### src/rtl/sat_bin_loader_if.sv
// rtl/sat_bin_loader_if.sv - clause and variable word streams into the loader
interface sat_bin_loader_if #(
    parameter int WIDTH_CLAUSES = 16,
    parameter int WIDTH_VAR     = 12
);
    logic                     c_valid_i;
    logic [WIDTH_CLAUSES-1:0] c_data_i;
    logic                     c_ready_o;
    logic                     v_valid_i;
    logic [WIDTH_VAR-1:0]     v_data_i;
    logic                     v_ready_o;

    // word source side
    modport master (
        output c_valid_i, c_data_i, v_valid_i, v_data_i,
        input  c_ready_o, v_ready_o
    );

    // loader side
    modport slave (
        input  c_valid_i, c_data_i, v_valid_i, v_data_i,
        output c_ready_o, v_ready_o
    );
endinterface

### src/rtl/sat_bin_loader.sv
// rtl/sat_bin_loader.sv - load-and-launch controller for sat_bin
module sat_bin_loader #(
    parameter int WIDTH_CLAUSES      = 16,
    parameter int WIDTH_VAR          = 12,
    parameter int WIDTH_VAR_STATES   = 19,
    parameter int WIDTH_LVL_STATES   = 11,
    parameter int WIDTH_BIN_SIZE     = 8,
    parameter int ADDR_WIDTH_CLAUSES = 9,
    parameter int ADDR_WIDTH_VAR     = 9
) (
    input  logic                          clk,
    input  logic                          rst,
    input  logic                          load_start_i,
    input  logic                          abort_i,
    input  logic [WIDTH_CLAUSES-1:0]      nb_i,
    input  logic [WIDTH_VAR-1:0]          nv_i,
    input  logic [WIDTH_BIN_SIZE-1:0]     cmax_i,
    input  logic [WIDTH_BIN_SIZE-1:0]     vmax_i,
    sat_bin_loader_if.slave               strm,
    output logic                          apply_ex_o,
    output logic                          ram_we_c_ex_o,
    output logic [WIDTH_CLAUSES-1:0]      ram_din_c_ex_o,
    output logic [ADDR_WIDTH_CLAUSES-1:0] ram_addr_c_ex_o,
    output logic                          ram_we_v_ex_o,
    output logic [WIDTH_VAR-1:0]          ram_din_v_ex_o,
    output logic [ADDR_WIDTH_VAR-1:0]     ram_addr_v_ex_o,
    output logic                          ram_we_vs_ex_o,
    output logic [WIDTH_VAR_STATES-1:0]   ram_din_vs_ex_o,
    output logic [ADDR_WIDTH_VAR-1:0]     ram_addr_vs_ex_o,
    output logic                          ram_we_ls_ex_o,
    output logic [WIDTH_LVL_STATES-1:0]   ram_din_ls_ex_o,
    output logic [ADDR_WIDTH_VAR-1:0]     ram_addr_ls_ex_o,
    output logic                          start_o,
    output logic                          bin_info_en_o,
    output logic [WIDTH_CLAUSES-1:0]      nb_all_o,
    output logic [WIDTH_VAR-1:0]          nv_all_o,
    input  logic                          done_i,
    input  logic                          global_sat_i,
    input  logic                          global_unsat_i,
    output logic                          busy_o,
    output logic                          done_o,
    output logic                          sat_o,
    output logic                          unsat_o,
    output logic                          cfg_err_o
);

    typedef enum logic [2:0] {
        S_IDLE,
        S_LOAD,
        S_FLUSH,
        S_START,
        S_RUN
    } state_t;

    localparam int PW = WIDTH_CLAUSES + WIDTH_BIN_SIZE;
    localparam logic [PW-1:0] NC_MAX = PW'((1 << ADDR_WIDTH_CLAUSES) - 1);
    localparam logic [PW-1:0] NV_MAX = PW'((1 << ADDR_WIDTH_VAR) - 1);

    state_t                          state_q, state_d;
    logic [ADDR_WIDTH_CLAUSES-1:0]   nc_q, nc_d;
    logic [ADDR_WIDTH_VAR-1:0]       nvt_q, nvt_d;
    logic [ADDR_WIDTH_CLAUSES-1:0]   c_cnt_q, c_cnt_d;
    logic [ADDR_WIDTH_VAR-1:0]       v_cnt_q, v_cnt_d;
    logic [WIDTH_CLAUSES-1:0]        nb_all_q, nb_all_d;
    logic [WIDTH_VAR-1:0]            nv_all_q, nv_all_d;
    logic                            c_ready_q, c_ready_d;
    logic                            v_ready_q, v_ready_d;
    logic                            apply_q, apply_d;
    logic                            we_c_q, we_c_d;
    logic [WIDTH_CLAUSES-1:0]        din_c_q, din_c_d;
    logic [ADDR_WIDTH_CLAUSES-1:0]   addr_c_q, addr_c_d;
    logic                            we_v_q, we_v_d;
    logic [WIDTH_VAR-1:0]            din_v_q, din_v_d;
    logic [ADDR_WIDTH_VAR-1:0]       addr_v_q, addr_v_d;
    logic                            start_q, start_d;
    logic                            busy_q, busy_d;
    logic                            done_q, done_d;
    logic                            sat_q, sat_d;
    logic                            unsat_q, unsat_d;
    logic                            cfg_err_q, cfg_err_d;

    logic [PW-1:0] nc_full;
    logic [PW-1:0] nv_full;
    logic          cfg_bad;
    logic          c_fire;
    logic          v_fire;

    // Geometry products at full width so an oversize request cannot wrap into range
    assign nc_full = PW'(nb_i) * PW'(cmax_i);
    assign nv_full = PW'(nb_i) * PW'(vmax_i);
    assign cfg_bad = (nb_i == '0) || (nc_full > NC_MAX) || (nv_full > NV_MAX);

    // A beat is taken only when the registered ready was offered during LOAD
    assign c_fire = (state_q == S_LOAD) && c_ready_q && strm.c_valid_i;
    assign v_fire = (state_q == S_LOAD) && v_ready_q && strm.v_valid_i;

    // Next-state, counters, write pipeline and status; outputs decode from the next state
    always_comb begin
        state_d   = state_q;
        nc_d      = nc_q;
        nvt_d     = nvt_q;
        c_cnt_d   = c_cnt_q;
        v_cnt_d   = v_cnt_q;
        nb_all_d  = nb_all_q;
        nv_all_d  = nv_all_q;
        we_c_d    = 1'b0;
        din_c_d   = din_c_q;
        addr_c_d  = addr_c_q;
        we_v_d    = 1'b0;
        din_v_d   = din_v_q;
        addr_v_d  = addr_v_q;
        done_d    = 1'b0;
        sat_d     = sat_q;
        unsat_d   = unsat_q;
        cfg_err_d = 1'b0;

        if (abort_i) begin
            state_d = S_IDLE;
            c_cnt_d = '0;
            v_cnt_d = '0;
            sat_d   = 1'b0;
            unsat_d = 1'b0;
        end else begin
            case (state_q)
                S_IDLE: begin
                    if (load_start_i) begin
                        if (cfg_bad) begin
                            cfg_err_d = 1'b1;
                        end else begin
                            nb_all_d = nb_i;
                            nv_all_d = nv_i;
                            nc_d     = nc_full[ADDR_WIDTH_CLAUSES-1:0];
                            nvt_d    = nv_full[ADDR_WIDTH_VAR-1:0];
                            c_cnt_d  = '0;
                            v_cnt_d  = '0;
                            sat_d    = 1'b0;
                            unsat_d  = 1'b0;
                            state_d  = S_LOAD;
                        end
                    end
                end
                S_LOAD: begin
                    if (c_fire) begin
                        we_c_d   = 1'b1;
                        din_c_d  = strm.c_data_i;
                        addr_c_d = c_cnt_q + 1'b1;
                        c_cnt_d  = c_cnt_q + 1'b1;
                    end
                    if (v_fire) begin
                        we_v_d   = 1'b1;
                        din_v_d  = strm.v_data_i;
                        addr_v_d = v_cnt_q + 1'b1;
                        v_cnt_d  = v_cnt_q + 1'b1;
                    end
                    // Post-increment counts: the final writes land in the FLUSH cycle
                    if ((c_cnt_d == nc_q) && (v_cnt_d == nvt_q)) begin
                        state_d = S_FLUSH;
                    end
                end
                S_FLUSH: state_d = S_START;
                S_START: state_d = S_RUN;
                S_RUN: begin
                    if (done_i) begin
                        sat_d   = global_sat_i;
                        unsat_d = global_unsat_i;
                        done_d  = 1'b1;
                        state_d = S_IDLE;
                    end
                end
                default: state_d = S_IDLE;
            endcase
        end

        c_ready_d = (state_d == S_LOAD) && (c_cnt_d < nc_d);
        v_ready_d = (state_d == S_LOAD) && (v_cnt_d < nvt_d);
        apply_d   = (state_d == S_LOAD) || (state_d == S_FLUSH);
        start_d   = (state_d == S_START);
        busy_d    = (state_d != S_IDLE);
    end

    // State and registered outputs
    always_ff @(posedge clk or negedge rst) begin
        if (!rst) begin
            state_q   <= S_IDLE;
            nc_q      <= '0;
            nvt_q     <= '0;
            c_cnt_q   <= '0;
            v_cnt_q   <= '0;
            nb_all_q  <= '0;
            nv_all_q  <= '0;
            c_ready_q <= 1'b0;
            v_ready_q <= 1'b0;
            apply_q   <= 1'b0;
            we_c_q    <= 1'b0;
            din_c_q   <= '0;
            addr_c_q  <= '0;
            we_v_q    <= 1'b0;
            din_v_q   <= '0;
            addr_v_q  <= '0;
            start_q   <= 1'b0;
            busy_q    <= 1'b0;
            done_q    <= 1'b0;
            sat_q     <= 1'b0;
            unsat_q   <= 1'b0;
            cfg_err_q <= 1'b0;
        end else begin
            state_q   <= state_d;
            nc_q      <= nc_d;
            nvt_q     <= nvt_d;
            c_cnt_q   <= c_cnt_d;
            v_cnt_q   <= v_cnt_d;
            nb_all_q  <= nb_all_d;
            nv_all_q  <= nv_all_d;
            c_ready_q <= c_ready_d;
            v_ready_q <= v_ready_d;
            apply_q   <= apply_d;
            we_c_q    <= we_c_d;
            din_c_q   <= din_c_d;
            addr_c_q  <= addr_c_d;
            we_v_q    <= we_v_d;
            din_v_q   <= din_v_d;
            addr_v_q  <= addr_v_d;
            start_q   <= start_d;
            busy_q    <= busy_d;
            done_q    <= done_d;
            sat_q     <= sat_d;
            unsat_q   <= unsat_d;
            cfg_err_q <= cfg_err_d;
        end
    end

    assign strm.c_ready_o   = c_ready_q;
    assign strm.v_ready_o   = v_ready_q;
    assign apply_ex_o       = apply_q;
    assign ram_we_c_ex_o    = we_c_q;
    assign ram_din_c_ex_o   = din_c_q;
    assign ram_addr_c_ex_o  = addr_c_q;
    assign ram_we_v_ex_o    = we_v_q;
    assign ram_din_v_ex_o   = din_v_q;
    assign ram_addr_v_ex_o  = addr_v_q;
    // var-state and lvl-state RAMs are zero-filled alongside each variable word
    assign ram_we_vs_ex_o   = we_v_q;
    assign ram_din_vs_ex_o  = '0;
    assign ram_addr_vs_ex_o = addr_v_q;
    assign ram_we_ls_ex_o   = we_v_q;
    assign ram_din_ls_ex_o  = '0;
    assign ram_addr_ls_ex_o = addr_v_q;
    assign start_o          = start_q;
    assign bin_info_en_o    = start_q;
    assign nb_all_o         = nb_all_q;
    assign nv_all_o         = nv_all_q;
    assign busy_o           = busy_q;
    assign done_o           = done_q;
    assign sat_o            = sat_q;
    assign unsat_o          = unsat_q;
    assign cfg_err_o        = cfg_err_q;

endmodule

### src/flat_wrapper.sv
// flat-port wrapper written by rule: the top's interface ports become plain ports
module sat_bin_loader_flat 
#(
    parameter int WIDTH_CLAUSES      = 16,
    parameter int WIDTH_VAR          = 12,
    parameter int WIDTH_VAR_STATES   = 19,
    parameter int WIDTH_LVL_STATES   = 11,
    parameter int WIDTH_BIN_SIZE     = 8,
    parameter int ADDR_WIDTH_CLAUSES = 9,
    parameter int ADDR_WIDTH_VAR     = 9
)
  (clk, rst, load_start_i, abort_i, nb_i, nv_i, cmax_i, vmax_i, apply_ex_o, ram_we_c_ex_o, ram_din_c_ex_o, ram_addr_c_ex_o, ram_we_v_ex_o, ram_din_v_ex_o, ram_addr_v_ex_o, ram_we_vs_ex_o, ram_din_vs_ex_o, ram_addr_vs_ex_o, ram_we_ls_ex_o, ram_din_ls_ex_o, ram_addr_ls_ex_o, start_o, bin_info_en_o, nb_all_o, nv_all_o, done_i, global_sat_i, global_unsat_i, busy_o, done_o, sat_o, unsat_o, cfg_err_o, strm_c_valid_i, strm_c_data_i, strm_v_valid_i, strm_v_data_i, strm_c_ready_o, strm_v_ready_o);
  sat_bin_loader_if #(.WIDTH_CLAUSES(WIDTH_CLAUSES), .WIDTH_VAR(WIDTH_VAR)) strm_i ();
  input  logic clk;
  input  logic rst;
  input  logic load_start_i;
  input  logic abort_i;
  input  logic [WIDTH_CLAUSES-1:0] nb_i;
  input  logic [WIDTH_VAR-1:0] nv_i;
  input  logic [WIDTH_BIN_SIZE-1:0] cmax_i;
  input  logic [WIDTH_BIN_SIZE-1:0] vmax_i;
  output logic apply_ex_o;
  output logic ram_we_c_ex_o;
  output logic [WIDTH_CLAUSES-1:0] ram_din_c_ex_o;
  output logic [ADDR_WIDTH_CLAUSES-1:0] ram_addr_c_ex_o;
  output logic ram_we_v_ex_o;
  output logic [WIDTH_VAR-1:0] ram_din_v_ex_o;
  output logic [ADDR_WIDTH_VAR-1:0] ram_addr_v_ex_o;
  output logic ram_we_vs_ex_o;
  output logic [WIDTH_VAR_STATES-1:0] ram_din_vs_ex_o;
  output logic [ADDR_WIDTH_VAR-1:0] ram_addr_vs_ex_o;
  output logic ram_we_ls_ex_o;
  output logic [WIDTH_LVL_STATES-1:0] ram_din_ls_ex_o;
  output logic [ADDR_WIDTH_VAR-1:0] ram_addr_ls_ex_o;
  output logic start_o;
  output logic bin_info_en_o;
  output logic [WIDTH_CLAUSES-1:0] nb_all_o;
  output logic [WIDTH_VAR-1:0] nv_all_o;
  input  logic done_i;
  input  logic global_sat_i;
  input  logic global_unsat_i;
  output logic busy_o;
  output logic done_o;
  output logic sat_o;
  output logic unsat_o;
  output logic cfg_err_o;
  input wire logic [$bits(strm_i.c_valid_i)-1:0] strm_c_valid_i;
  input wire logic [$bits(strm_i.c_data_i)-1:0] strm_c_data_i;
  input wire logic [$bits(strm_i.v_valid_i)-1:0] strm_v_valid_i;
  input wire logic [$bits(strm_i.v_data_i)-1:0] strm_v_data_i;
  output wire logic [$bits(strm_i.c_ready_o)-1:0] strm_c_ready_o;
  output wire logic [$bits(strm_i.v_ready_o)-1:0] strm_v_ready_o;
  assign strm_i.c_valid_i = strm_c_valid_i;
  assign strm_i.c_data_i = strm_c_data_i;
  assign strm_i.v_valid_i = strm_v_valid_i;
  assign strm_i.v_data_i = strm_v_data_i;
  assign strm_c_ready_o = strm_i.c_ready_o;
  assign strm_v_ready_o = strm_i.v_ready_o;
  sat_bin_loader #(.WIDTH_CLAUSES(WIDTH_CLAUSES), .WIDTH_VAR(WIDTH_VAR), .WIDTH_VAR_STATES(WIDTH_VAR_STATES), .WIDTH_LVL_STATES(WIDTH_LVL_STATES), .WIDTH_BIN_SIZE(WIDTH_BIN_SIZE), .ADDR_WIDTH_CLAUSES(ADDR_WIDTH_CLAUSES), .ADDR_WIDTH_VAR(ADDR_WIDTH_VAR)) u_core (.clk(clk), .rst(rst), .load_start_i(load_start_i), .abort_i(abort_i), .nb_i(nb_i), .nv_i(nv_i), .cmax_i(cmax_i), .vmax_i(vmax_i), .strm(strm_i), .apply_ex_o(apply_ex_o), .ram_we_c_ex_o(ram_we_c_ex_o), .ram_din_c_ex_o(ram_din_c_ex_o), .ram_addr_c_ex_o(ram_addr_c_ex_o), .ram_we_v_ex_o(ram_we_v_ex_o), .ram_din_v_ex_o(ram_din_v_ex_o), .ram_addr_v_ex_o(ram_addr_v_ex_o), .ram_we_vs_ex_o(ram_we_vs_ex_o), .ram_din_vs_ex_o(ram_din_vs_ex_o), .ram_addr_vs_ex_o(ram_addr_vs_ex_o), .ram_we_ls_ex_o(ram_we_ls_ex_o), .ram_din_ls_ex_o(ram_din_ls_ex_o), .ram_addr_ls_ex_o(ram_addr_ls_ex_o), .start_o(start_o), .bin_info_en_o(bin_info_en_o), .nb_all_o(nb_all_o), .nv_all_o(nv_all_o), .done_i(done_i), .global_sat_i(global_sat_i), .global_unsat_i(global_unsat_i), .busy_o(busy_o), .done_o(done_o), .sat_o(sat_o), .unsat_o(unsat_o), .cfg_err_o(cfg_err_o));
endmodule
### config.mk
export PLATFORM = sky130hd
export DESIGN_NAME = sat_bin_loader_flat
export DESIGN_NICKNAME = d
export VERILOG_FILES = /design/src/rtl/sat_bin_loader_if.sv /design/src/rtl/sat_bin_loader.sv /design/src/flat_wrapper.sv
export SDC_FILE = /design/constraint.sdc
export NUM_CORES = 1
export LEC_CHECK = 0
export BUFFER_PORTS_ARGS = -buffer_cell sky130_fd_sc_hd__buf_2
export CORE_UTILIZATION = 30
export DETAILED_ROUTE_END_ITERATION = 8
export PLACE_DENSITY = 0.52
export SETUP_SLACK_MARGIN = 0.1
export SLEW_MARGIN = 20
export SYNTH_ARGS = -nofsm -noshare
export SYNTH_HDL_FRONTEND = slang
export SYNTH_SLANG_ARGS = --single-unit
### constraint.sdc
create_clock -name clk -period 4.9 [get_ports clk]
set_clock_uncertainty 0.15 [all_clocks]
set_input_delay 0.98 -clock clk [delete_from_list [all_inputs] [get_ports clk]]
set_output_delay 0.98 -clock clk [all_outputs]
set_load 0.02 [all_outputs]
---- Word level (Yosys, flattened, before mapping) ----
Cells that the tools add are included.
W data, S select, Z words.
operators by class
  $add $sub $neg .......................... 2
  multipliers ............................. 2
  divide/modulo/power cells ............... 0
  $lt $le $gt $ge ......................... 4
  eq/ne operators ......................... 12
  shift operators ......................... 0
  mux-type cells .......................... 49
  bitwise operators ....................... 2
  reductions and logical operators ........ 18
operators with widths
  kind                   count
  $mux W9                20
  $gt A24 B9 Y1 const B  2
  $mul A16 B8 Y24        2
  $pmux W9 S2            2
  $mux W1                19
  $add A9 B1 Y9 const B  2
  $eq A9 B9 Y1           2
  $lt A9 B9 Y1           2
  $logic_not A16 Y1      1
  $mux W3                5
  $pmux W3 S5            1
  $eq A3 B2 Y1 const B   4
  $ne A3 B3 Y1 const B   3
  $reduce_and A4 Y1      2
  $logic_and A1 B1 Y1    7
  $eq A3 B1 Y1 const B   2
  $reduce_and A3 Y1      2
  $reduce_bool A3 Y1     2
  $pmux W1 S2            2
  $eq A3 B3 Y1 const B   1
  $logic_not A3 Y1       1
  $logic_or A1 B1 Y1     3
  $not A1 Y1             2
word-level totals
  bits in registers ....................... 124
  bits in latches ......................... 0
  memory bits (writable) .................. 0
  memory bits (read-only) ................. 0
  output and inout bits ................... 136
  word-level logic and storage cells ...... 111
  memories ................................ 0

---- Depth between registers and ports, before layout ----
Gate-level depths: netlist of the first run.
  depth in word-level cells ............... 13
  gate-level depth with buffers ........... 34
  mapped depth without buffers ............ 31

---- Worst setup path after synthesis of the first run ----
No wires, ideal clock.
  kind .................................... input -> register
  start ................................... in nb_i[13]
  end ..................................... reg u_core.v_ready_q (netlist: u_core.strm.v_ready_o)
  library setup time ...................... 0.086 ns
  data arrival time ....................... 7.996 ns
  path slack .............................. -3.332 ns
  stages .................................. 33
  buffers on the path ..................... 4
  path through ............................ clkbuf_1 -> clkbuf_1 -> nand2_1 -> fa_1 -> inv_1 -> fa_1 -> fa_1 -> inv_1 -> fa_1 -> inv_1 -> ha_1 -> nand2_1 -> o32a_1 -> o211ai_1 -> or4_1 -> nor4_1 -> and4_1 -> and4_1 -> nand4_2 -> buf_4 -> buf_6 -> mux2i_2 -> ha_1 -> a21oi_1 -> a21boi_0 -> o21a_1 -> o21a_1 -> o21ai_0 -> nand2b_1 -> a21oi_1 -> nand2_1 -> or3b_1 -> nor3_1
between the ends
  word-level cells in the longest chain between the ends .. 10
  elaborated cells on any way between the ends .. 22
  those cells by class .................... mul (2); order compare (3); eq/ne (1); mux (12); reduce/logical (4)
RTL lines
  item                                                 line                   text
  start: declaration                                   flat_wrapper.sv:18     input logic [WIDTH_CLAUSES-1:0] nb_i;
  $mul A16 B8 Y24                                      sat_bin_loader.sv:89   assign nc_full = PW'(nb_i) * PW'(cmax_i);
  $gt A24 B9 Y1                                        sat_bin_loader.sv:91   assign cfg_bad = (nb_i == '0) || (nc_full > NC_MAX) || (nv_full > NV_MAX);
  $logic_or A1 B1 Y1                                   sat_bin_loader.sv:91
  $logic_or A1 B1 Y1 *                                 sat_bin_loader.sv:91
  $mux W9 / $mux W3 (equally long branches)            sat_bin_loader.sv:127  if (cfg_bad) begin
  $mux W9 / $mux W3 (equally long branches)            sat_bin_loader.sv:126  if (load_start_i) begin
  $pmux W9 S2, or another cell as far along            sat_bin_loader.sv:124  case (state_q)
  $mux W9 / $mux W3 (equally long branches)            sat_bin_loader.sv:117  if (abort_i) begin
  $lt A9 B9 Y1 / $eq A3 B1 Y1 (equally long branches)  sat_bin_loader.sv:175  v_ready_d = (state_d == S_LOAD) && (v_cnt_d < nvt_d);
  $logic_and A1 B1 Y1 *                                sat_bin_loader.sv:175
  via u_core.v_ready_d                                 sat_bin_loader.sv:67   logic v_ready_q, v_ready_d;
  end signal: assignment                               sat_bin_loader.sv:215  v_ready_q <= v_ready_d;
  end: declaration                                     sat_bin_loader.sv:67
The timed path passes the listed nets; every way through them passes the cells marked *.
A chain may end at the register's enable or synchronous reset.

---- Final worst setup path of the first run ----
  start ................................... in nb_i[11]
  end ..................................... reg u_core.v_ready_q (netlist: u_core.strm.v_ready_o)
between the ends
  word-level cells in the longest chain between the ends .. 10
  elaborated cells on any way between the ends .. 22
  those cells by class .................... mul (2); order compare (3); eq/ne (1); mux (12); reduce/logical (4)
RTL lines
  item                   line                   text
  $mul A16 B8 Y24        sat_bin_loader.sv:89
  $gt A24 B9 Y1          sat_bin_loader.sv:91
  $logic_or A1 B1 Y1     sat_bin_loader.sv:91
  $logic_or A1 B1 Y1 *   sat_bin_loader.sv:91
  $mux W9 *              sat_bin_loader.sv:127
  $mux W9 *              sat_bin_loader.sv:126
  $pmux W9 S2 *          sat_bin_loader.sv:124
  $mux W9 *              sat_bin_loader.sv:117
  via u_core.v_cnt_d[3]  sat_bin_loader.sv:63   logic [ADDR_WIDTH_VAR-1:0] v_cnt_q, v_cnt_d;
  $lt A9 B9 Y1 *         sat_bin_loader.sv:175
  $logic_and A1 B1 Y1 *  sat_bin_loader.sv:175
  via u_core.v_ready_d   sat_bin_loader.sv:67
Marks and branches as above.

==> impl_metrics.yaml, run 1 <==
die:
  rows: 82
  ioPinCount: 217
  dieWidth_um: 228
  initial_core_util_pct: 30.5
  die_area_um2: 52200
  core_area_um2: 50400
  die_y_um: 228
timing:
  hold_viol_final: 0
  rsz0062_at_grt: "true"
  finalCriticalPeriod_ps: 7690
  worst_pin_slew_ps: 933
  layout_setup_ws_ps: -2790
  finalMaxSlewViolations: 0
  post-route-period-util_pct: 157
  setup_violations: 72
  clock.fmax_ghz: 0.130
  slew_headroom_pct: 37.8
  tns_ps: -118550
yosys:
  synth-edff-count: 0
  postSynthCellCount: 1747
  synth_ff_type: "dfrtp_1"
  seq_area_frac_synth_pct: 20.2
  synth.distinct_cells: 85
  synthArstFlopShare_pct: 100
  ys_seq_elements: 124
  yosysWarnings: 0
  syn_area_um2: 15400
  avgSynthCellArea_um2: 8.81
final_layout:
  mostFrequentLayoutCell: "buf_4"
  final_cell_mix: "258 x buf_4, 210 x inv_1, 208 x nand2_1"
  drive_gt1_share_pct: 35.6
  fin_cells: 2875
  fin_nets: 2544
  syn_to_final_growth_pct: 40.1
global_routing:
  antenna_found_initial: 1
  grt_pass1_vias: 14000
  gr-total-overflow: 0
  grt_pass1_wl_um: 75000
  grt_start_max_net_pins: 99
  grt_use_total_pct: 18.1
clocking:
  cts_sinks: 124
  worstSkewPairLatency_ps: 430
  htree_levels: 4
  cts.clk_slew.worst_paths_ps: 60
  numCtsBuffers: 17
  cts_hold_buf: 0
  clockBufferDepth: 2
  cts_root_buffer: "clkbuf_16"
  cts_tree: "yes"
pwr:
  p_leak_nw: 10.9
  p_per_area_nw_per_um2: 490
  ir_drop_v: 0.000321
critical_path:
  crit_path_max_fanout: 10
  cp_slowest_cell: "fa_1"
  end_kind: "flop"
  max_stage_delay_ps: 550
  crit_arrival_ps: 7890
  cp_data_required_time_ps: 5100
  path_class: "primary input to flop"
  cpLargestDelayFamily: "adder cells"
  timing.critical_path.buf_inv: 8
  crit_path_start_kind: "primary input"
routing:
  drt-pass1-iter-count: 7
  routedWlPerCell_um: 16.6
  vias: 13600
  drc: 0
  drt_iter0_markers: 751
  ant_nets: 0
  drt-total-wl_um: 47700
  viasPerCell: 4.74
flow_run:
  drv_cap: 0
placement:
  port_buffers: 186
  hpwl_um: 37900
  place.gp.congestion: 0.888
  dp_cells: 2765
outcome:
  outcome: "finished with violations"
  violations: "setup timing"
min_path:
  hp-class: "flop to flop"
through the flow:
stage          power (mW)  hold WS (ps)  util [%]  setup WS, ps  area, µm²
4_1_cts              10.3           322      41.6         -2750      21000
6_report             10.6           316      42.8         -2790      21600
3_5_place_dp         8.30           306      38.0         -3730      19100
2_1_floorplan        5.44           334         -         -2660      16200
3_3_place_gp         8.28           302      38.0         -3730      19100
5_1_grt              11.4           345      42.8         -3140      21600
cells in the mapped netlist, drive strengths merged, types with 5 or more instances:
master  number  area (µm²)
and2       200        1250
a21oi       76         384
a211oi       8        60.1
dfrtp      124        3100
buf         62         442
nor2b        5        31.3
mux2i       16         183
and4         5        43.8
o21a        13        97.6
nand3b       5        37.5
or2          5        31.3
nor3        13        65.1
nor4        14        87.6
and3        17         106
a21o        17         128
o211ai      10        75.1
nand2      219         822
nor2        66         248
a31oi       21         131
xor2        21         184
xnor2       43         377
nand2b      10        62.6
o21ai       39         195
fa         168        3360
inv        228         856
mux2        37         417
clkbuf      69         259
nand4       20         131
ha         106        1330
nand3       27         135
cells by family (layout without fill, tap and decap cells):
group | after synthesis | count (layout) | share of synthesized area, %
simple gates | 627 | 627 | 21.0
buf+inv | 359 | 785 | 10.1
fa+ha+maj | 274 | 274 | 30.5
compound gates | 245 | 245 | 10.6
flops | 124 | 124 | 20.2
xor+xnor | 64 | 64 | 3.64
mux | 53 | 53 | 3.90
other cells | 1 | 31 | 0.0244
timing repair:
item                       4_1_cts  5_1_grt
gates cloned                     5        0
gates resized for setup        202      105
setup buffers                   41       46
setup endpoints to repair       72       72
pin swaps                       83       53
path summary, 6_finish.rpt:
| path | startpoint | to | slack (ps) | depth (start not counted) |
|---|---|---|---|---|
| max | nb_i[11] | u_core.strm.v_ready_o$_DFF_PN0_ | -2790 | 35 |
| min | u_core.ram_din_c_ex_o[15]$_DFFE_PN0P_ | u_core.ram_din_c_ex_o[15]$_DFFE_PN0P_ | 320 | 2 |
| max reg2reg | u_core.state_q[2]$_DFF_PN0_ | u_core.strm.v_ready_o$_DFF_PN0_ | 990 | 19 |
| min reg2reg | u_core.ram_din_c_ex_o[15]$_DFFE_PN0P_ | u_core.ram_din_c_ex_o[15]$_DFFE_PN0P_ | 320 | 2 |
| max in group asynchronous | rst | u_core.nvt_q[7]$_DFF_PN0_ | 3130 | 2 |
| min in group asynchronous | rst | u_core.ram_din_v_ex_o[9]$_DFFE_PN0P_ | 490 | 1 |
where the power goes:
group          leakage [nW]  switching, mW  internal [mW]
logic                  8.90           4.21           4.10
clock network         0.274          0.526          0.703
registers              1.73        0.00379           1.03
layer usage:
layer  vias up  GRT usage, %  part of all wire, %
met3        74          2.41                  3.4
li1       6509             -                    -
met2       306          32.4                   51
met5         -             0                    0
met4         0          5.64                  2.7
met1      6750          22.5                   43
flip-flops by register name, indices dropped and copies added (netlist names), 3 cells and up:
signal,flops
u_core.ram_addr_c_ex_o,9
u_core.ram_addr_ls_ex_o,9
u_core.nb_all_o,16
u_core.v_cnt_q,9
u_core.ram_din_v_ex_o,12
u_core.c_cnt_q,9
u_core.state_q,3
u_core.nvt_q,9
u_core.ram_din_c_ex_o,16
u_core.nc_q,9
u_core.nv_all_o,12
layout make-up:
type | count | area, µm²
tap | 672 | 841
antenna | 1 | 2.50
timing repair buffer | 525 | 4190
clock inverter | 15 | 139
clock buffer | 17 | 425
fill | 4956 | 28800
sequential | 124 | 3100
inverter | 228 | 858
multi-input combinational | 1293 | 12000
worst register-to-register path, cell delays in order, from the launching register on:
cell	delay, ps
dfrtp_1	510
nor3b_1	270
buf_4	180
and3_1	320
nand2_1	160
inv_1	110
buf_4	210
a21oi_1	130
a31oi_4	200
ha_1	280
nand3_1	90
a21boi_1	60
o21a_1	160
o21a_1	170
o21ai_2	100
nand2b_1	80
a21oi_2	110
nand2_1	50
or3b_1	370
nor3_2	110
(Power assumes the default switching activity.)
==> inputs of run 2 (changes only) <==
PLACE_DENSITY = unset   (was 0.52)
clock period = 6.6 ns   (was 4.9 ns; I/O delays follow)
==> run 2 against run 1 <==
  * The run still ends with setup timing left
  * Global-route usage down 0.28 points
  * Critical path type unchanged
  * Via count fell by 0.33%
  * Critical endpoint unchanged
  * Largest power group unchanged
  * Non-clock buffer count shrank 60
  * Final area shrank 3.9%
  * First-iteration DRC count increased by 11%
==> impl_metrics.yaml, run 2 (synthesized netlist as in run 1, its figures left out) <==
final_layout:
  fin_cells: 2814
  fin_area_um2: 20700
  fin_nets: 2484
  drive_gt1_share_pct: 32.1
  n_antenna_cell: 0
  final_core_util_pct: 41.1
  syn_to_final_growth_pct: 34.7
  mostFrequentLayoutCell: "buf_4"
  final_cell_mix: "243 x buf_4, 214 x nand2_1, 213 x inv_1"
die:
  ioPinCount: 217
  initial_core_util_pct: 30.5
  core_area_um2: 50400
  dieWidth_um: 228
  rows: 82
  die_area_um2: 52200
  die_y_um: 228
outcome:
  outcome: "finished with violations"
  violations: "setup timing"
min_path:
  min-delay-start: "u_core.ram_din_v_ex_o[8]$_DFFE_PN0P_"
  hp-class: "flop to flop"
timing:
  setup_violations: 39
  finalMaxSlewViolations: 0
  tns_ps: -11450
  rsz0062_at_grt: "true"
  slew_headroom_pct: 45.6
  finalCriticalPeriod_ps: 7940
  clock.fmax_ghz: 0.126
  layout_setup_ws_ps: -1340
  post-route-period-util_pct: 120
  worst_pin_slew_ps: 816
  hold_viol_final: 0
  holdWs_ps: 321
pwr:
  p_per_area_nw_per_um2: 359
  p_leak_nw: 10.5
  power_mw: 7.44
  ir_drop_v: 0.000209
critical_path:
  crit_arrival_ps: 8140
  path_class: "primary input to flop"
  max_stage_delay_ps: 570
  cp_slowest_cell: "fa_1"
  cpMostUsedCell: "fa_1"
  cpLargestDelayFamily: "adder cells"
  end_kind: "flop"
  timing.critical_path.buf_inv: 4
  cp_data_required_time_ps: 6800
  worstReg2RegStart: "u_core.state_q[0]$_DFF_PN0_"
  startpoint: "vmax_i[4]"
  crit_path_start_kind: "primary input"
  crit_path_max_fanout: 10
global_routing:
  grt_pass1_vias: 13900
  antenna_found_initial: 2
  grt_pass1_wl_um: 74700
  grt_use_total_pct: 17.9
  gr-total-overflow: 0
  grt_start_max_net_pins: 92
routing:
  drc: 0
  drt-total-wl_um: 46300
  drt-pass1-iter-count: 6
  routedWlPerCell_um: 16.5
  viasPerCell: 4.83
  drt_iter0_markers: 835
  vias: 13600
  ant_nets: 0
clocking:
  numCtsBuffers: 17
  cts_tree: "yes"
  cts_hold_buf: 0
  cts_root_buffer: "clkbuf_16"
  cts_sinks: 124
  htree_levels: 4
  cts.clk_slew.worst_paths_ps: 70
  worstSkewPairLatency_ps: 440
  clockBufferDepth: 2
placement:
  place.gp.congestion: 0.904
  dp_cells: 2740
  post_dp_cell_area_um2: 18800
  hpwl_um: 37100
  port_buffers: 186
  place_ws_ps: -1940
flow_run:
  drv_cap: 0
## run 2: cell count changes in the layout (fill, tap and decap cells not counted), sizes merged
cell | previous run | this run
buf | 523 | 463
bufinv | 1 | 3
clkinv | 8 | 2
clkinvlp | 2 | 0
diode | 1 | 0
inv | 232 | 238
## run 2: path summary, 6_finish.rpt
check                                                            end  slack [ps]  cells past startpoint
worst max-delay path                 u_core.strm.v_ready_o$_DFF_PN0_       -1340                     31
min in group asynchronous       u_core.ram_din_c_ex_o[3]$_DFFE_PN0P_         810                      1
max in group asynchronous                   u_core.nc_q[0]$_DFF_PN0_        4480                      2
worst max register to register       u_core.strm.v_ready_o$_DFF_PN0_        1690                     18
worst min-delay path            u_core.ram_din_v_ex_o[8]$_DFFE_PN0P_         320                      2
worst min register to register  u_core.ram_din_v_ex_o[8]$_DFFE_PN0P_         320                      2
## run 2: power breakdown
part	total [mW]	leakage (nW)	internal [mW]	switching [mW]
logic	5.64	8.51	2.74	2.90
clock network	1.03	0.310	0.610	0.421
registers	0.768	1.73	0.763	0.00480
## run 2: routing by layer
layer / up-vias / GRT usage (%) / share of wire, %
met5: - / 0 / 0.073
met3: 55 / 2.15 / 4.4
met1: 6766 / 23.5 / 43
met4: 4 / 4.13 / 1.7
met2: 383 / 31.1 / 50
li1: 6386 / - / -
## run 2: repair_timing
action | in CTS | in global routing
buffers inserted | 21 | 25
pin swaps | 45 | 41
gates cloned | 2 | 1
resized for setup | 127 | 88
setup endpoints to repair | 59 | 66
## run 2: area by class of cell
class,instances,area (µm²)
repair buffers,465,3580
multi-input cells,1293,11700
clock buffers,17,425
clock inverters,15,199
flip-flops and latches,124,3100
well taps,672,841
inverters,228,858
fillers,4936,29700
## run 2: worst register-to-register path: stages, from the launching register on
cell and delay [ps]:
dfrtp_1 670, nor3b_1 670, and3_1 430, nand2_1 440, inv_1 150, buf_4 310
a21oi_1 130, a31oi_1 230, ha_1 290, nand3_1 80, a21boi_1 70, o21a_1 180
o21a_1 170, o21ai_1 120, nand2b_1 80, a21oi_2 130, nand2_1 60, or3b_1 380
nor3_2 110
==> inputs of run 3 (changes only) <==
--- a/config.mk
+++ b/config.mk
@@ -8,4 +8,7 @@
 export BUFFER_PORTS_ARGS = -buffer_cell sky130_fd_sc_hd__buf_2
+export CELL_PAD_IN_SITES_DETAIL_PLACEMENT = 1
+export CELL_PAD_IN_SITES_GLOBAL_PLACEMENT = 1
 export CORE_UTILIZATION = 30
 export DETAILED_ROUTE_END_ITERATION = 8
+export PLACE_DENSITY_LB_ADDON = 0.1
 export SETUP_SLACK_MARGIN = 0.1
==> constraint.sdc (replaced) <==
create_clock -name clk -period 6.6 [get_ports clk]
set_clock_uncertainty 0.15 [all_clocks]
set_input_delay 1.65 -clock clk [delete_from_list [all_inputs] [get_ports clk]]
set_output_delay 1.65 -clock clk [all_outputs]
set_load 0.02 [all_outputs]
==> run 3 against run 2 <==
  * First-iteration DRC count fell by 51%
  * Flip-flop and latch count is the same
  * Combinational power grew 10%
  * Sequential power is essentially flat
  * The run still ends with setup timing left
  * Final area up 3.6%
  * Die area unchanged
  * Core utilization is 1.5 points higher
  * Cell count rose by 1.5%
  * Power up 6.6%
  * Via count is essentially flat
==> impl_metrics.yaml, run 3 (synthesized netlist as in run 1, its figures left out) <==
outcome:
  outcome: "finished with violations"
  violations: "setup timing"
global_routing:
  grt_pass1_vias: 15000
  grt_pass1_wl_um: 84200
  grt_use_total_pct: 20.6
  grt_start_max_net_pins: 82
  gr-total-overflow: 0
  antenna_found_initial: 3
flow_run:
  drv_cap: 0
critical_path:
  end_kind: "flop"
  crit_path_start_kind: "primary input"
  cp_slowest_cell: "fa_1"
  crit_path_max_fanout: 13
  worstReg2RegStart: "u_core.state_q[2]$_DFF_PN0_"
  rr_worst_depth: 17
  rrSetupSlack_ps: 1520
  cp_data_required_time_ps: 6810
  path_class: "primary input to flop"
  max_stage_delay_ps: 560
  timing.rr.end: "u_core.strm.v_ready_o$_DFF_PN0_"
  cpMostUsedCell: "fa_1"
  crit_arrival_ps: 8510
pwr:
  ir_drop_v: 0.000225
  p_per_area_nw_per_um2: 369
  p_sw_mw: 3.60
  pwr-share-clk_pct: 11.7
  intPower_mw: 4.32
  p_sw_share_pct: 45.5
  seqPwrFrac_pct: 9.7
  power_frac_comb_pct: 78.7
  p_leak_nw: 10.8
timing:
  hold_viol_final: 0
  holdWs_ps: 318
  setup_violations: 60
  worst_pin_slew_ps: 905
  post-route-period-util_pct: 126
  finalMaxSlewViolations: 0
  rsz0062_at_grt: "true"
  slew_headroom_pct: 39.6
  finalCriticalPeriod_ps: 8300
  clock.fmax_ghz: 0.120
  layout_setup_ws_ps: -1700
die:
  dieWidth_um: 228
  initial_core_util_pct: 30.5
  core_area_um2: 50400
  die_area_um2: 52200
  ioPinCount: 217
  die_y_um: 228
  rows: 82
routing:
  routedWlPerCell_um: 18.5
  drt-pass1-iter-count: 4
  ant_nets: 0
  vias: 13600
  drt-total-wl_um: 52800
  viasPerCell: 4.76
  drc: 0
  drt_iter0_markers: 406
clocking:
  numCtsBuffers: 17
  htree_levels: 4
  cts.clk_slew.worst_paths_ps: 70
  cts_sinks: 124
  cts_root_buffer: "clkbuf_16"
  clockBufferDepth: 2
  cts_tree: "yes"
  worstSkewPairLatency_ps: 460
final_layout:
  mostFrequentLayoutCell: "buf_4"
  final_cell_mix: "255 x buf_4, 208 x inv_1, 208 x nand2_1"
  syn_to_final_growth_pct: 39.6
  fin_nets: 2524
  drive_gt1_share_pct: 35.6
min_path:
  whs_path_depth: 2
  min-delay-start: "u_core.ram_din_v_ex_o[3]$_DFFE_PN0P_"
  holdPathEnd: "u_core.ram_din_v_ex_o[3]$_DFFE_PN0P_"
  hp-class: "flop to flop"
placement:
  place_ws_ps: -2590
  port_buffers: 186
  place.gp.congestion: 0.864
  hpwl_um: 42800
-- run 3: cell types whose count changed in the layout (fill, tap and decap cells not counted), moves of 6 or more --
cell,previous run,this run
nand2_1,214,208
a31oi_4,4,10
a21oi_1,59,53
buf_6,34,56
inv_2,14,20
buf_4,243,255
o21ai_0,29,23
-- run 3: repair_timing --
| action | 4_1_cts | 5_1_grt |
|---|---|---|
| hold buffers | 0 | 0 |
| setup endpoints to repair | 72 | 71 |
| pin swaps | 95 | 51 |
| buffers inserted | 32 | 30 |
| gates resized for setup | 206 | 112 |
| gates cloned | 2 | 1 |
-- run 3: final cells by class --
type | instances | area (µm²)
fillers | 5801 | 28900
multi-input cells | 1293 | 12000
repair buffers | 505 | 4060
flip-flops and latches | 124 | 3100
inverters | 228 | 856
well taps | 672 | 841
clock buffers | 19 | 453
clock inverters | 13 | 108
diodes | 2 | 5.00
-- run 3: through the flow --
stage,util (%),cells,area (µm²),TNS (ps),power [mW]
after CTS,41.2,2827,20800,-28140,7.63
after floorplan,-,1776,16100,-5630,4.04
after global placement,37.9,2763,19100,-72820,6.14
final,42.6,2856,21500,-32180,7.92
after detailed placement,37.9,2763,19100,-78100,6.21
after global routing,42.6,2856,21500,-44610,8.56
-- run 3: worst max path at each step --
stage	from	slack, ps	end	cells past startpoint
final	nb_i[4]	-1700	u_core.strm.v_ready_o$_DFF_PN0_	32
after global routing	vmax_i[4]	-1970	u_core.strm.v_ready_o$_DFF_PN0_	31
after CTS	vmax_i[6]	-1760	u_core.strm.v_ready_o$_DFF_PN0_	32
after detailed placement	nb_i[4]	-2590	u_core.strm.v_ready_o$_DFF_PN0_	32
after global placement	nb_i[4]	-2490	u_core.strm.v_ready_o$_DFF_PN0_	32
after floorplan	cmax_i[6]	-1630	u_core.strm.v_ready_o$_DFF_PN0_	33
-- run 3: worst max-delay path: cells and delay by family --
| family | cells | cell delay (ps) |
|---|---|---|
| adder cells (fa/ha/maj) | 6 | 2580 |
| buffers and inverters | 5 | 540 |
| AO/OA/AOI/OAI | 12 | 2020 |
| AND/OR/NAND/NOR | 9 | 1700 |
-- run 3: layer usage --
layer / vias up / track usage (%) / routed length (µm)
li1: 6472 / - / -
met1: 6860 / 26.1 / 23300
met2: 212 / 36.4 / 26500
met3: 60 / 2.23 / 1470
met4: 0 / 6.92 / 1460
met5: - / 0 / 0
-- run 3: power groups by stage --
stage,registers (mW),clock network [mW],logic (mW)
detailed placement,0.780,0,5.43
global placement,0.780,0,5.36
finish,0.766,0.924,6.23
global route,0.766,0.975,6.82
CTS,0.766,0.950,5.91
floorplan,0.782,0,3.26
